$ cat config.mk
export PLATFORM = sky130hd
export DESIGN_NAME = graph_run_scheduler
export DESIGN_NICKNAME = d
export VERILOG_FILES = /design/src/rtl/graph_run_scheduler.sv
export SDC_FILE = /design/constraint.sdc
export NUM_CORES = 1
export LEC_CHECK = 0
export ABC_AREA = 1
export BUFFER_PORTS_ARGS = -buffer_cell sky130_fd_sc_hd__buf_2
export CORE_MARGIN = 5
export CORE_UTILIZATION = 25
export CTS_CLUSTER_DIAMETER = 60
export CTS_CLUSTER_SIZE = 40
export DETAILED_ROUTE_END_ITERATION = 10
export GPL_TIMING_DRIVEN = 0
export PLACE_DENSITY_LB_ADDON = 0.3
export RECOVER_POWER = 25
export SLEW_MARGIN = 30
export SYNTH_ARGS = -nofsm -noshare
export SYNTH_HDL_FRONTEND = slang
export SYNTH_SLANG_ARGS = --single-unit
$ cat constraint.sdc
create_clock -name clk -period 2 [get_ports clk]
set_clock_uncertainty 0.1 [all_clocks]
set_input_delay 0.4 -clock clk [delete_from_list [all_inputs] [get_ports clk]]
set_output_delay 0.4 -clock clk [all_outputs]
set_load 0.02 [all_outputs]
$ cat src/rtl/graph_run_scheduler.sv
// graph_run_scheduler: sequences one arbitrage detection run.
// A run is vertex-init, then up to NODES-1 Bellman-Ford relax passes, then cycle detect.
// The block also arbitrates the shared vertex/adjacency RAM ports between the host
// edge-update path and the compute engines.
module graph_run_scheduler #(
  parameter int NODES = 32,
  parameter int CNT_W = 6
) (
  input  logic             clk,
  input  logic             reset_n,
  input  logic             upd_req,
  output logic             upd_gnt,
  input  logic             run_req,
  output logic             init_start,
  output logic             relax_start,
  output logic             cycle_start,
  input  logic             init_done,
  input  logic             relax_done,
  input  logic             cycle_done,
  input  logic             relax_changed,
  output logic [1:0]       mem_owner,
  output logic             busy,
  output logic             run_done,
  output logic [CNT_W-1:0] passes_used,
  output logic             early_exit,
  output logic [CNT_W-1:0] run_count
);

  typedef enum logic [3:0] {
    S_IDLE       = 4'd0,
    S_UPDATE     = 4'd1,
    S_INIT_GO    = 4'd2,
    S_INIT_WAIT  = 4'd3,
    S_RELAX_GO   = 4'd4,
    S_RELAX_WAIT = 4'd5,
    S_DET_GO     = 4'd6,
    S_DET_WAIT   = 4'd7,
    S_FINISH     = 4'd8
  } state_t;

  localparam logic [CNT_W-1:0] LAST_PASS = CNT_W'(NODES - 1);

  localparam logic [1:0] OWN_NONE  = 2'd0;
  localparam logic [1:0] OWN_HOST  = 2'd1;
  localparam logic [1:0] OWN_RELAX = 2'd2;
  localparam logic [1:0] OWN_DET   = 2'd3;

  state_t           state_q, state_d;
  logic             guard_q;     // high on the first cycle of any WAIT state
  logic [CNT_W-1:0] pc_q;        // relax passes issued in the current run
  logic             early_q;     // current run left relaxing on no-change
  logic             run_pend_q;  // a run request arrived while it could not be taken
  logic             run_pend_d;

  logic             upd_gnt_q, init_start_q, relax_start_q, cycle_start_q;
  logic [1:0]       mem_owner_q;
  logic             busy_q, run_done_q, early_exit_q;
  logic [CNT_W-1:0] passes_used_q, run_count_q;

  logic             run_taken;

  // Next-state decode; WAIT states only look at their done input once the guard has cleared.
  always_comb begin
    state_d = state_q;
    case (state_q)
      S_IDLE: begin
        if (upd_req)                      state_d = S_UPDATE;
        else if (run_req || run_pend_q)   state_d = S_INIT_GO;
      end
      S_UPDATE:    if (!upd_req)                  state_d = S_IDLE;
      S_INIT_GO:                                  state_d = S_INIT_WAIT;
      S_INIT_WAIT: if (!guard_q && init_done)     state_d = S_RELAX_GO;
      S_RELAX_GO:                                 state_d = S_RELAX_WAIT;
      S_RELAX_WAIT: begin
        if (!guard_q && relax_done) begin
          if (!relax_changed || pc_q == LAST_PASS) state_d = S_DET_GO;
          else                                     state_d = S_RELAX_GO;
        end
      end
      S_DET_GO:                                   state_d = S_DET_WAIT;
      S_DET_WAIT:  if (!guard_q && cycle_done)    state_d = S_FINISH;
      S_FINISH:                                   state_d = S_IDLE;
      default:                                    state_d = S_IDLE;
    endcase
  end

  // A request is consumed directly only when IDLE launches a run in the same cycle.
  assign run_taken = (state_q == S_IDLE) && (state_d == S_INIT_GO);

  // Pending-request latch: any request not consumed immediately is remembered once.
  always_comb begin
    run_pend_d = run_pend_q;
    if (run_req && !((state_q == S_IDLE) && !upd_req)) run_pend_d = 1'b1;
    if (run_taken)                                      run_pend_d = 1'b0;
  end

  // Sequencer state, run bookkeeping and registered outputs decoded from the next state.
  always_ff @(posedge clk or negedge reset_n) begin
    if (!reset_n) begin
      state_q       <= S_IDLE;
      guard_q       <= 1'b0;
      pc_q          <= '0;
      early_q       <= 1'b0;
      run_pend_q    <= 1'b0;
      upd_gnt_q     <= 1'b0;
      init_start_q  <= 1'b0;
      relax_start_q <= 1'b0;
      cycle_start_q <= 1'b0;
      mem_owner_q   <= OWN_NONE;
      busy_q        <= 1'b0;
      run_done_q    <= 1'b0;
      early_exit_q  <= 1'b0;
      passes_used_q <= '0;
      run_count_q   <= '0;
    end else begin
      state_q    <= state_d;
      run_pend_q <= run_pend_d;

      // Every WAIT state is entered only from its GO state, so this marks its first cycle.
      guard_q <= (state_q == S_INIT_GO) || (state_q == S_RELAX_GO) || (state_q == S_DET_GO);

      if (state_q == S_INIT_WAIT && state_d == S_RELAX_GO) pc_q <= '0;
      else if (state_q == S_RELAX_GO)                      pc_q <= pc_q + 1'b1;

      if (run_taken)
        early_q <= 1'b0;
      else if (state_q == S_RELAX_WAIT && state_d == S_DET_GO && !relax_changed)
        early_q <= 1'b1;

      upd_gnt_q     <= (state_d == S_UPDATE);
      init_start_q  <= (state_d == S_INIT_GO);
      relax_start_q <= (state_d == S_RELAX_GO);
      cycle_start_q <= (state_d == S_DET_GO);
      busy_q        <= (state_d != S_IDLE);
      run_done_q    <= (state_d == S_FINISH);

      case (state_d)
        S_UPDATE:                                          mem_owner_q <= OWN_HOST;
        S_INIT_GO, S_INIT_WAIT, S_RELAX_GO, S_RELAX_WAIT:  mem_owner_q <= OWN_RELAX;
        S_DET_GO, S_DET_WAIT:                              mem_owner_q <= OWN_DET;
        default:                                           mem_owner_q <= OWN_NONE;
      endcase

      if (state_d == S_FINISH) begin
        passes_used_q <= pc_q;
        early_exit_q  <= early_q;
        run_count_q   <= run_count_q + 1'b1;
      end
    end
  end

  assign upd_gnt     = upd_gnt_q;
  assign init_start  = init_start_q;
  assign relax_start = relax_start_q;
  assign cycle_start = cycle_start_q;
  assign mem_owner   = mem_owner_q;
  assign busy        = busy_q;
  assign run_done    = run_done_q;
  assign passes_used = passes_used_q;
  assign early_exit  = early_exit_q;
  assign run_count   = run_count_q;

endmodule
==> flow_metrics.py <==
metrics = {
    "outcome": {
        "run_status": "complete, no violations",
    },
    "sta": {
        "rsz0062_at_grt": "false",
        "worst_hold_slack_ns": 0.09851,
        "setup_tns_ns": 0,
        "layout_worst_path_cycle_share_pct": 76.63,
        "setup_viol": 0,
        "timing.final.crit_period_ns": 1.533,
        "worst_margin_pin_slew_ns": 0.8337,
        "final-max-slew-violation-count": 0,
        "finalHoldViolCount": 0,
        "postLayoutSetupSlackWorst_ns": 0.4673,
        "slew-limit-headroom_pct": 44.42,
        "fmaxAchievable_mhz": 652.4,
    },
    "placement": {
        "post-place-cells": 271,
        "dpl_cell_area_um2": 1777,
        "place_ws_ns": 0.4687,
        "gp_routability_congestion": 0.8529,
        "port-buffer-count": 28,
        "detailedPlacementHpwl_um": 2370,
    },
    "global_route": {
        "groute.usage.overall_pct": 9.019,
        "number_of_antenna_violations_at_the_first_check_in_global_routing": 1,
        "global_route_wire_length_before_repair_um": 5250,
        "grt_start_max_net_pins": 35,
        "grt_pass1_vias": 1127,
        "grt-ovfl-total": 0,
    },
    "setup_path": {
        "critPathCaptureType": "flip-flop",
        "reg2reg_slack_ns": 0.47,
        "worstPathArrival_ns": 1.60,
        "path_class": "flip-flop to flip-flop",
        "critical_path_required_ns": 2.06,
        "worst_setup_path_start_kind": "flip-flop",
        "cp_slowest_cell": "sky130_fd_sc_hd__dfrtp_1",
        "path_cells": "ha_1 > nand3_1 > o21ai_0 > nand2_1 > inv_2 > nor2_1 > nand3_1",
        "timing.critical_path.mode_cell": "sky130_fd_sc_hd__nand3_1",
        "crit_fanout": 3,
        "critical_path.max_stage_delay_ns": 0.40,
    },
    "cts": {
        "clk_root_buffer_cell": "sky130_fd_sc_hd__clkbuf_8",
        "worst_setup_hold_path_clk_slew_ns": 0.07,
        "insertion_delay_to_the_later_sink_of_the_worst_skew_pair_ns": 0.29,
        "post_cts_buffers": 0,
        "clock_tree.htree_level_count": 2,
        "tritoncts.num_buffers": 5,
        "post_cts_resize_count": 0,
        "sinks_on_the_clock_net": 34,
        "clockBufferDepth": 2,
        "clock_tree_from_tritoncts": "yes",
        "cts_hold_repair.buffers": 0,
    },
    "synthesis": {
        "total_number_of_yosys_warnings": 0,
        "synth_async_reset_ratio_pct": 100.0,
        "post_synth_inst_count": 168,
        "postSynthRegisterBits": 34,
        "synth.yosys.seq_area_share_pct": 55.15,
        "ys_top_cells_by_area": "sky130_fd_sc_hd__dfrtp_1 (55%), sky130_fd_sc_hd__nand2_1 (9.2%), sky130_fd_sc_hd__inv_1 (4.9%), sky130_fd_sc_hd__nor2_1 (4.9%), sky130_fd_sc_hd__o21ai_2 (3.4%)",
        "netlist.top_cell.by_area": "sky130_fd_sc_hd__dfrtp_1",
        "synth_ff_type": "sky130_fd_sc_hd__dfrtp_1",
        "synth.top_cell.area_share_pct": 55.15,
        "syn-mean-instance-area_um2": 9.183,
        "synth-edff-count": 0,
        "synthesis.area_um2": 1543,
        "postSynthNetCount": 178,
        "synth_cell_types": 23,
    },
    "floorplanning": {
        "fp.coreArea_um2": 5956,
        "design.portCount": 29,
        "die_y_um": 88.56,
        "die_width_um": 88.56,
        "floorplan.die_area_um2": 7842,
        "initial_core_util_pct": 25.90,
        "floorplan.rows": 28,
    },
    "power": {
        "totalPowerFinal_mw": 2.691,
        "irDropWorstVdd_mv": 0.4222,
        "power_per_cell_area_nw_per_um2": 1427,
        "p_leak_nw": 1.049,
    },
    "hold_path": {
        "hold_path.class": "primary input to asynchronous set/reset pin",
    },
    "finish": {
        "final.fill_count": 640,
        "finalCoreUtilization_pct": 31.66,
        "layout_commonest_cell": "sky130_fd_sc_hd__nand2_1",
        "layout-drive-gt1-share_pct": 29.41,
        "nets": 213,
        "finish.instance_area_um2": 1886,
        "most_frequent_cells_in_the_layout": "sky130_fd_sc_hd__nand2_1 (38), sky130_fd_sc_hd__dfrtp_1 (34), sky130_fd_sc_hd__buf_2 (27)",
        "final_cell_count_no_fill": 279,
        "area.growth.synth_to_final_pct": 22.22,
        "antennaDiodeCount": 0,
    },
    "routing": {
        "first_iteration_detailed_routing_drc_count": 54,
        "drt-total-wl_um": 3140,
        "detail_route.vias_per_cell": 4.179,
        "detail_route.wl_per_cell_um": 11.25,
        "antenna_violating_nets_left": 0,
        "drcViolationCount": 0,
        "drt-pass1-iter-count": 6,
        "via_count": 1166,
    },
    "run": {
        "max-cap-violations": 0,
    },
}
## cells in the mapped netlist, types with 2 or more instances
library cell and count:
sky130_fd_sc_hd__dfrtp_1 34, sky130_fd_sc_hd__nand3_1 10, sky130_fd_sc_hd__ha_1 2, sky130_fd_sc_hd__xnor2_1 2, sky130_fd_sc_hd__xor2_1 6, sky130_fd_sc_hd__nand2_2 3
sky130_fd_sc_hd__buf_6 2, sky130_fd_sc_hd__nor2_1 20, sky130_fd_sc_hd__nand4_1 2, sky130_fd_sc_hd__nor2_2 5, sky130_fd_sc_hd__inv_1 20, sky130_fd_sc_hd__nand2_1 38
sky130_fd_sc_hd__o31ai_1 2, sky130_fd_sc_hd__o21ai_0 4, sky130_fd_sc_hd__o21ai_2 6, sky130_fd_sc_hd__inv_2 5
## per-layer routing
| metal | track usage (%) | vias up | part of all wire, % | wire, um |
|---|---|---|---|---|
| li1 | - | 591 | - | - |
| met1 | 10.23 | 536 | 43 | 1354 |
| met2 | 14.21 | 27 | 48 | 1500 |
| met3 | 3.724 | 10 | 5.6 | 176 |
| met4 | 5.357 | 2 | 3.2 | 102 |
| met5 | 0 | - | 0.22 | 7 |
## registers in the layout, summed over array words and instances, names as in the netlist
register     flops
pc_q             6
busy             1
early_exit       1
state_q          4
mem_owner        2
run_pend_q       1
relax_start      1
cycle_start      1
early_q          1
run_count        6
run_done         1
passes_used      6
init_start       1
guard_q          1
upd_gnt          1
## power by group
part / leakage [nW] / internal (mW) / switching, mW
combinational: 0.550 / 0.332 / 0.676
clock: 0.0579 / 0.367 / 0.253
sequential: 0.441 / 0.916 / 0.148
## worst paths after layout
kind,startpoint,end,depth (start not counted)
max in group asynchronous,reset_n,run_count[3],1
worst min register to register,run_count[5],run_count[5],1
worst min-delay path,reset_n,busy,1
worst max register to register,pc_q[0],busy,7
min in group clk,run_req,run_pend_q,3
worst max-delay path,pc_q[0],busy,7
## cell families (layout without fill, tap and decap cells)
logic type	Yosys count	in the layout	share of synthesized area (%)
fa+ha+maj	2	2	1.622
compound gates	16	16	7.218
flops	34	34	55.15
xor+xnor	8	8	4.542
buf+inv	27	63	7.542
simple gates	81	81	23.93
## critical path, delay by kind of cell, from the launching register on
family	cells	cell delay, ns
and+or+nand+nor	4	0.53
DFF	1	0.40
adders and majority gates	1	0.23
AOI/OAI and AO/OA	1	0.09
buffers and inverters	1	0.06
## layout make-up
| type | instances | area [um^2] | area share [%] |
|---|---|---|---|
| clock buffer | 5 | 68.82 | 3.650 |
| sequential | 34 | 850.8 | 45.12 |
| inverter | 25 | 93.84 | 4.977 |
| multi-input combinational | 107 | 575.6 | 30.52 |
| tap | 75 | 93.84 | 4.977 |
| buffer | 2 | 22.52 | 1.194 |
| timing repair buffer | 28 | 140.1 | 7.432 |
| clock inverter | 3 | 40.04 | 2.123 |
Power figures use the tool's default switching activity.
